<file path="config.mk">
export PLATFORM = sky130hd
export DESIGN_NAME = convolve_weight_loader
export DESIGN_NICKNAME = d
export VERILOG_FILES = /design/src/rtl/convolve_pkg.sv /design/src/rtl/convolve_weight_loader.sv
export SDC_FILE = /design/constraint.sdc
export NUM_CORES = 1
export LEC_CHECK = 0
export ABC_CLOCK_PERIOD_IN_PS = 2200
export BUFFER_PORTS_ARGS = -buffer_cell sky130_fd_sc_hd__buf_2
export CORE_MARGIN = 4
export CORE_UTILIZATION = 35
export DETAILED_ROUTE_END_ITERATION = 6
export GPL_TIMING_DRIVEN = 0
export SYNTH_ARGS = -nofsm -noshare
export SYNTH_HDL_FRONTEND = slang
export SYNTH_SLANG_ARGS = --single-unit
</file>
<file path="constraint.sdc">
create_clock -name clock_i -period 2.2 [get_ports clock_i]
set_clock_uncertainty 0.05 [all_clocks]
set_input_delay 0.22 -clock clock_i [delete_from_list [all_inputs] [get_ports clock_i]]
set_output_delay 0.22 -clock clock_i [all_outputs]
set_load 0.02 [all_outputs]
</file>
<file path="src/rtl/convolve_pkg.sv">
// convolve_pkg: shared definitions for the convolution path.
//   weight_count(k)         - number of 9-bit weights for a K x K, 3-in/3-out kernel
//   identity_weights(k, rs) - packed identity kernel (1<<rs at centre taps where out == in),
//                             returned in a MAX_W-wide vector; callers keep the low 9*N bits
//   loader_state_t          - weight loader FSM states
package convolve_pkg;

  localparam int MAX_K = 7;
  localparam int MAX_W = 9 * 9 * MAX_K * MAX_K;

  typedef enum logic [1:0] {
    LOAD    = 2'd0,
    PENDING = 2'd1,
    DRAIN   = 2'd2
  } loader_state_t;

  function automatic int weight_count(input int k);
    return 9 * k * k;
  endfunction

  // Word n = ((out*3 + in)*K + i)*K + j sits at bits [9n+8:9n].
  function automatic logic [MAX_W-1:0] identity_weights(input int k, input int rs);
    logic [MAX_W-1:0] v;
    int n;
    v = '0;
    for (int c = 0; c < 3; c++) begin
      n = ((c * 3 + c) * k + k / 2) * k + k / 2;
      v[9*n +: 9] = 9'(1 << rs);
    end
    return v;
  endfunction

endpackage

</file>
<file path="src/rtl/convolve_weight_loader.sv">
// convolve_weight_loader: AXI-Stream loader for convolve_rgb kernel weights.
// Words stream into a shadow array; the complete set is copied to the active
// register only on frame_done_i, so the kernel never changes mid-frame.
// Ports:
//   clock_i, reset_ni         - clock, async active-low reset
//   s_weight_tvalid_i/tready_o/tdata_i/tlast_i - 9-bit signed weight stream
//   frame_done_i              - end-of-frame pulse, commit point
//   weight_o                  - active weights, 9*N bits, word n at [9n+8:9n]
//   weight_updated_o          - one-cycle pulse following a commit
//   error_o                   - sticky framing error, cleared by a well-framed set
module convolve_weight_loader
  import convolve_pkg::*;
#(
  parameter int KERNEL_SIZE = 3,
  parameter int RIGHT_SHIFT = 2
) (
  input  logic                                      clock_i,
  input  logic                                      reset_ni,
  input  logic                                      s_weight_tvalid_i,
  output logic                                      s_weight_tready_o,
  input  logic [8:0]                                s_weight_tdata_i,
  input  logic                                      s_weight_tlast_i,
  input  logic                                      frame_done_i,
  output logic [9*weight_count(KERNEL_SIZE)-1:0]    weight_o,
  output logic                                      weight_updated_o,
  output logic                                      error_o
);

  localparam int N  = weight_count(KERNEL_SIZE);
  localparam int W  = 9 * N;
  localparam int CW = $clog2(N);
  localparam logic [MAX_W-1:0] ID_FULL = identity_weights(KERNEL_SIZE, RIGHT_SHIFT);
  localparam logic [W-1:0]     ID_W    = ID_FULL[W-1:0];
  localparam logic [CW-1:0]    LAST_IDX = CW'(N - 1);

  loader_state_t state;
  logic [CW-1:0] count;
  logic [8:0]    shadow [N];
  logic          accept;

  // Ready is a pure decode of registered state: no path from tvalid.
  assign s_weight_tready_o = (state != PENDING);
  assign accept            = s_weight_tvalid_i & s_weight_tready_o;

  // Shadow contents are don't-care after reset, so no reset here.
  always_ff @(posedge clock_i) begin
    if (accept && state == LOAD) shadow[count] <= s_weight_tdata_i;
  end

  always_ff @(posedge clock_i or negedge reset_ni) begin
    if (!reset_ni) begin
      state            <= LOAD;
      count            <= '0;
      weight_o         <= ID_W;
      weight_updated_o <= 1'b0;
      error_o          <= 1'b0;
    end else begin
      weight_updated_o <= 1'b0;
      unique case (state)
        LOAD: begin
          if (accept) begin
            if (count == LAST_IDX) begin
              count <= '0;
              if (s_weight_tlast_i) begin
                state   <= PENDING;
                error_o <= 1'b0;
              end else begin
                // Set is too long: swallow the rest up to tlast.
                state   <= DRAIN;
                error_o <= 1'b1;
              end
            end else if (s_weight_tlast_i) begin
              // Short set: discard and restart at word 0.
              count   <= '0;
              error_o <= 1'b1;
            end else begin
              count <= count + 1'b1;
            end
          end
        end
        PENDING: begin
          if (frame_done_i) begin
            for (int n = 0; n < N; n++) weight_o[9*n +: 9] <= shadow[n];
            weight_updated_o <= 1'b1;
            state            <= LOAD;
          end
        end
        DRAIN: begin
          if (accept && s_weight_tlast_i) begin
            state <= LOAD;
            count <= '0;
          end
        end
        default: state <= LOAD;
      endcase
    end
  end

endmodule
</file>
==> impl_metrics.prom <==
# TYPE chip_impl_metric gauge
chip_impl_info{name="run_status",value="finished, violations left"} 1
chip_impl_info{name="violations",value="hold timing"} 1
chip_impl_metric{name="fmax",unit="MHz"} 470
chip_impl_metric{name="final_setup_violation_count",unit=""} 0
chip_impl_metric{name="drc",unit=""} 0
chip_impl_metric{name="worst_slew_margin_rel",unit=""} 0.507
chip_impl_metric{name="synth_async_sr_flop_share",unit=""} 0.504
chip_impl_metric{name="timing.final.crit_share",unit=""} 0.967
chip_impl_metric{name="postSynthAreaPerCell",unit="um^2"} 20.4
chip_impl_metric{name="max_cap_viol_count",unit=""} 0
chip_impl_info{name="hold_path.class",value="in -> async"} 1
chip_impl_metric{name="pint",unit="mW"} 45.2
chip_impl_metric{name="combined_area_of_all_synthesized_cells",unit="um^2"} 50000
chip_impl_metric{name="cts.sink_count",unit=""} 1469
chip_impl_info{name="setup.worst_path.class",value="reg -> reg"} 1
chip_impl_metric{name="route.vias.total",unit=""} 26200
chip_impl_metric{name="yosys_warn_count",unit=""} 0
chip_impl_metric{name="antenna_violating_nets_post_route",unit=""} 0
chip_impl_metric{name="routedWlPerCell",unit="um"} 27.0
chip_impl_metric{name="worst-endpoint-required",unit="ns"} 2.79
chip_impl_metric{name="design.portCount",unit=""} 746
chip_impl_metric{name="layout.filler_cells",unit=""} 12300
chip_impl_metric{name="rows",unit=""} 138
chip_impl_info{name="ys_dominant_reg_cell",value="dfrtp_1"} 1
chip_impl_metric{name="route.detailed.vias_per_inst",unit=""} 4.76
chip_impl_metric{name="design_power_total",unit="mW"} 57.6
chip_impl_info{name="clock_tree_from_tritoncts",value="yes"} 1
chip_impl_metric{name="place_congestion",unit=""} 0.738
chip_impl_metric{name="fin_hold_ws",unit="ns"} -0.0525
chip_impl_metric{name="number_of_antenna_violations_at_the_first_check_in_global_routing",unit=""} 6
chip_impl_metric{name="final.min_clock_period",unit="ns"} 2.13
chip_impl_metric{name="synth_edf_count",unit=""} 729
chip_impl_metric{name="cts-htree-levels",unit=""} 4
chip_impl_metric{name="cts_hold_buffers",unit=""} 14
chip_impl_metric{name="final_nets",unit=""} 3500
chip_impl_metric{name="grt_pass1_vias",unit=""} 27400
chip_impl_metric{name="relative_contribution_of_combinational_cells_to_total_power",unit=""} 0.036
chip_impl_metric{name="final_cells",unit=""} 5502
chip_impl_metric{name="clock_buffers_created_by_tritoncts",unit=""} 154
chip_impl_metric{name="power_switching",unit="mW"} 12.4
chip_impl_metric{name="portBuffers",unit=""} 745
chip_impl_metric{name="netSwitchingFraction",unit=""} 0.215
chip_impl_info{name="mostFrequentLayoutCell",value="buf_2"} 1
chip_impl_metric{name="ys_seq_elements",unit=""} 1469
chip_impl_metric{name="layout-drive-gt1-share",unit=""} 0.562
chip_impl_metric{name="p_clk_frac",unit=""} 0.454
chip_impl_metric{name="critical_path_peak_fanout",unit=""} 10
chip_impl_metric{name="first_pass_grt_wire_length",unit="mm"} 207
chip_impl_metric{name="fin_area",unit="um^2"} 64200
chip_impl_metric{name="grtUsageTotal",unit=""} 0.198
chip_impl_metric{name="ys_seq_area_frac",unit=""} 0.809
chip_impl_metric{name="die-height",unit="um"} 386
chip_impl_info{name="start_kind",value="flop"} 1
chip_impl_metric{name="clkTransAtPathRegs",unit="ns"} 0.06
chip_impl_metric{name="p_seq_frac",unit=""} 0.510
chip_impl_metric{name="dp_hpwl",unit="mm"} 97.7
chip_impl_metric{name="clkLatencyLatePin",unit="ns"} 0.78
chip_impl_metric{name="drt-total-wl",unit="mm"} 149
chip_impl_metric{name="total_leakage_power",unit="nW"} 29.2
chip_impl_metric{name="total_power_divided_by_cell_area",unit="nW/um^2"} 898
chip_impl_metric{name="reg2reg_depth",unit=""} 7
chip_impl_info{name="most-common-layout-cells",value="738 x buf_2, 735 x dfrtp_1, 729 x mux2_2, 729 x edfxtp_1, 158 x clkbuf_16"} 1
chip_impl_metric{name="die_area",unit="um^2"} 149000
chip_impl_metric{name="clock_tree.buffer_depth",unit=""} 3
chip_impl_metric{name="placedCellCount",unit=""} 5098
chip_impl_info{name="rr_startpoint",value="state[1]$_DFFE_PN0P_"} 1
chip_impl_info{name="critical_path.startpoint",value="state[1]$_DFFE_PN0P_"} 1
chip_impl_info{name="rsz_0062_raised_after_global_routing",value="false"} 1
chip_impl_metric{name="design.core.area",unit="um^2"} 142000
chip_impl_metric{name="post_dp_cell_area",unit="um^2"} 56600
chip_impl_metric{name="total_grt_overflow",unit=""} 0
chip_impl_metric{name="drt-initial-drc-count",unit=""} 1498
chip_impl_metric{name="ir_worst_vdd",unit="V"} 0.000732
chip_impl_metric{name="syn-instance-count",unit=""} 2443
chip_impl_metric{name="syn2layout_area_growth",unit="%"} 28.4
chip_impl_metric{name="start_util",unit=""} 0.352
chip_impl_metric{name="cp_data_arrival_time",unit="ns"} 2.72
chip_impl_metric{name="slew_viol_final",unit=""} 0
chip_impl_metric{name="mappedNetlistNets",unit=""} 2459
chip_impl_metric{name="grt_start_max_net_pins",unit=""} 108
chip_impl_metric{name="worst-slew-pin-transition",unit="ns"} 0.740
chip_impl_metric{name="synth_cell_types",unit=""} 30
chip_impl_metric{name="drt-pass1-iter-count",unit=""} 5
chip_impl_metric{name="die_width",unit="um"} 386
chip_impl_info{name="worstSetupEndpointType",value="flop"} 1
chip_impl_info{name="ctsRootBufferMaster",value="clkbuf_16"} 1
chip_impl_metric{name="final-hold-violation-count",unit=""} 30
cell type report:
| cell class | count | area, um^2 | area share |
|---|---|---|---|
| diodes | 3 | 7.51 | 0.000117 |
| plain buffers | 80 | 701 | 0.0109 |
| clock buffers | 228 | 4520 | 0.0705 |
| clock inverters | 53 | 597 | 0.00930 |
| inverters | 3 | 11.3 | 0.000176 |
| multi-input cells | 884 | 9620 | 0.150 |
| flip-flops and latches | 1469 | 40400 | 0.630 |
| well taps | 1890 | 2360 | 0.0369 |
| repair buffers | 892 | 5920 | 0.0922 |
synth_stat cells (5+ instances only):
library cell | number | area, um^2
dfrtp_1 | 737 | 18400
edfxtp_1 | 729 | 21900
mux2_2 | 729 | 8210
nor2_1 | 92 | 345
buf_4 | 70 | 526
nand2_1 | 15 | 56.3
buf_2 | 10 | 50.1
nand3_1 | 9 | 45.0
clkbuf_1 | 7 | 26.3
nor2b_1 | 7 | 43.8
xnor2_1 | 5 | 43.8
worst max-delay path, cell delays in order (launching register included):
cell and delay, ns:
dfrtp_2 0.48, nand2b_1 0.22, nor2_4 0.15, buf_12 0.15, buf_4 0.17, buf_6 0.18
buf_4 0.25, mux2_2 0.37
repair_timing:
action                                 4_1_cts  5_1_grt
buffers inserted                           107        4
gates resized for setup                    195       17
setup endpoints to repair                 1459      777
endpoints found under the hold margin      511       66
pin swaps                                   73        5
gates cloned                                 0        2
registers in the layout (all words and copies together) (netlist names):
register	count
shadow	729
weight_updated_o	1
state	2
count	7
error_o	1
weight_o	729
final timing paths:
check / end / slack, ns
hold reg to reg: weight_o[410]$_DFFE_PN0P_ / 0.41
max in group asynchronous: weight_o[686]$_DFFE_PN1P_ / 0.38
min in group clock_i: state[1]$_DFFE_PN0P_ / 0.34
setup reg to reg: weight_o[566]$_DFFE_PN0P_ / 0.07
setup / recovery: weight_o[566]$_DFFE_PN0P_ / 0.07
hold / removal: weight_o[533]$_DFFE_PN0P_ / -0.05
layer usage:
| metal | vias up | track usage | share of wire |
|---|---|---|---|
| met5 | - | 0 | 0.00018 |
| met4 | 4 | 0.0639 | 0.030 |
| met3 | 193 | 0.0710 | 0.085 |
| met2 | 827 | 0.316 | 0.48 |
| met1 | 14000 | 0.251 | 0.41 |
| li1 | 11100 | - | - |
power by group through the flow:
stage | Clock, mW | Combinational, mW | Sequential, mW
after detailed placement | 0 | 1.98 | 29.9
after CTS | 26.8 | 2.15 | 29.4
after global routing | 28.0 | 2.24 | 29.4
after floorplan | 0 | 0.321 | 30.2
after global placement | 0 | 1.86 | 29.9
final | 26.2 | 2.07 | 29.4
per-stage QoR:
| step | TNS [ns] | hold slack [ns] | setup slack [ns] | util |
|---|---|---|---|---|
| after floorplan | 0 | -0.126 | 0.0246 | - |
| after global placement | - | 0.394 | -17.00 | 0.395 |
| after detailed placement | -1530.27 | 0.133 | -1.83 | 0.400 |
| after CTS | -11.51 | -0.115 | -0.196 | 0.452 |
| after global routing | 0 | -0.0542 | 0.00133 | 0.453 |
| final | 0 | -0.0525 | 0.0729 | 0.453 |
kinds of logic after synthesis:
kind of cell / after synthesis / synth area share
xor+xnor: 5 / 0.000877
simple gates: 137 / 0.0117
flops: 1469 / 0.809
fa+ha+maj: 2 / 0.000501
buf+inv: 90 / 0.0123
compound gates: 11 / 0.00140
mux: 729 / 0.164
Note: power is estimated with default switching activity, not from simulation.
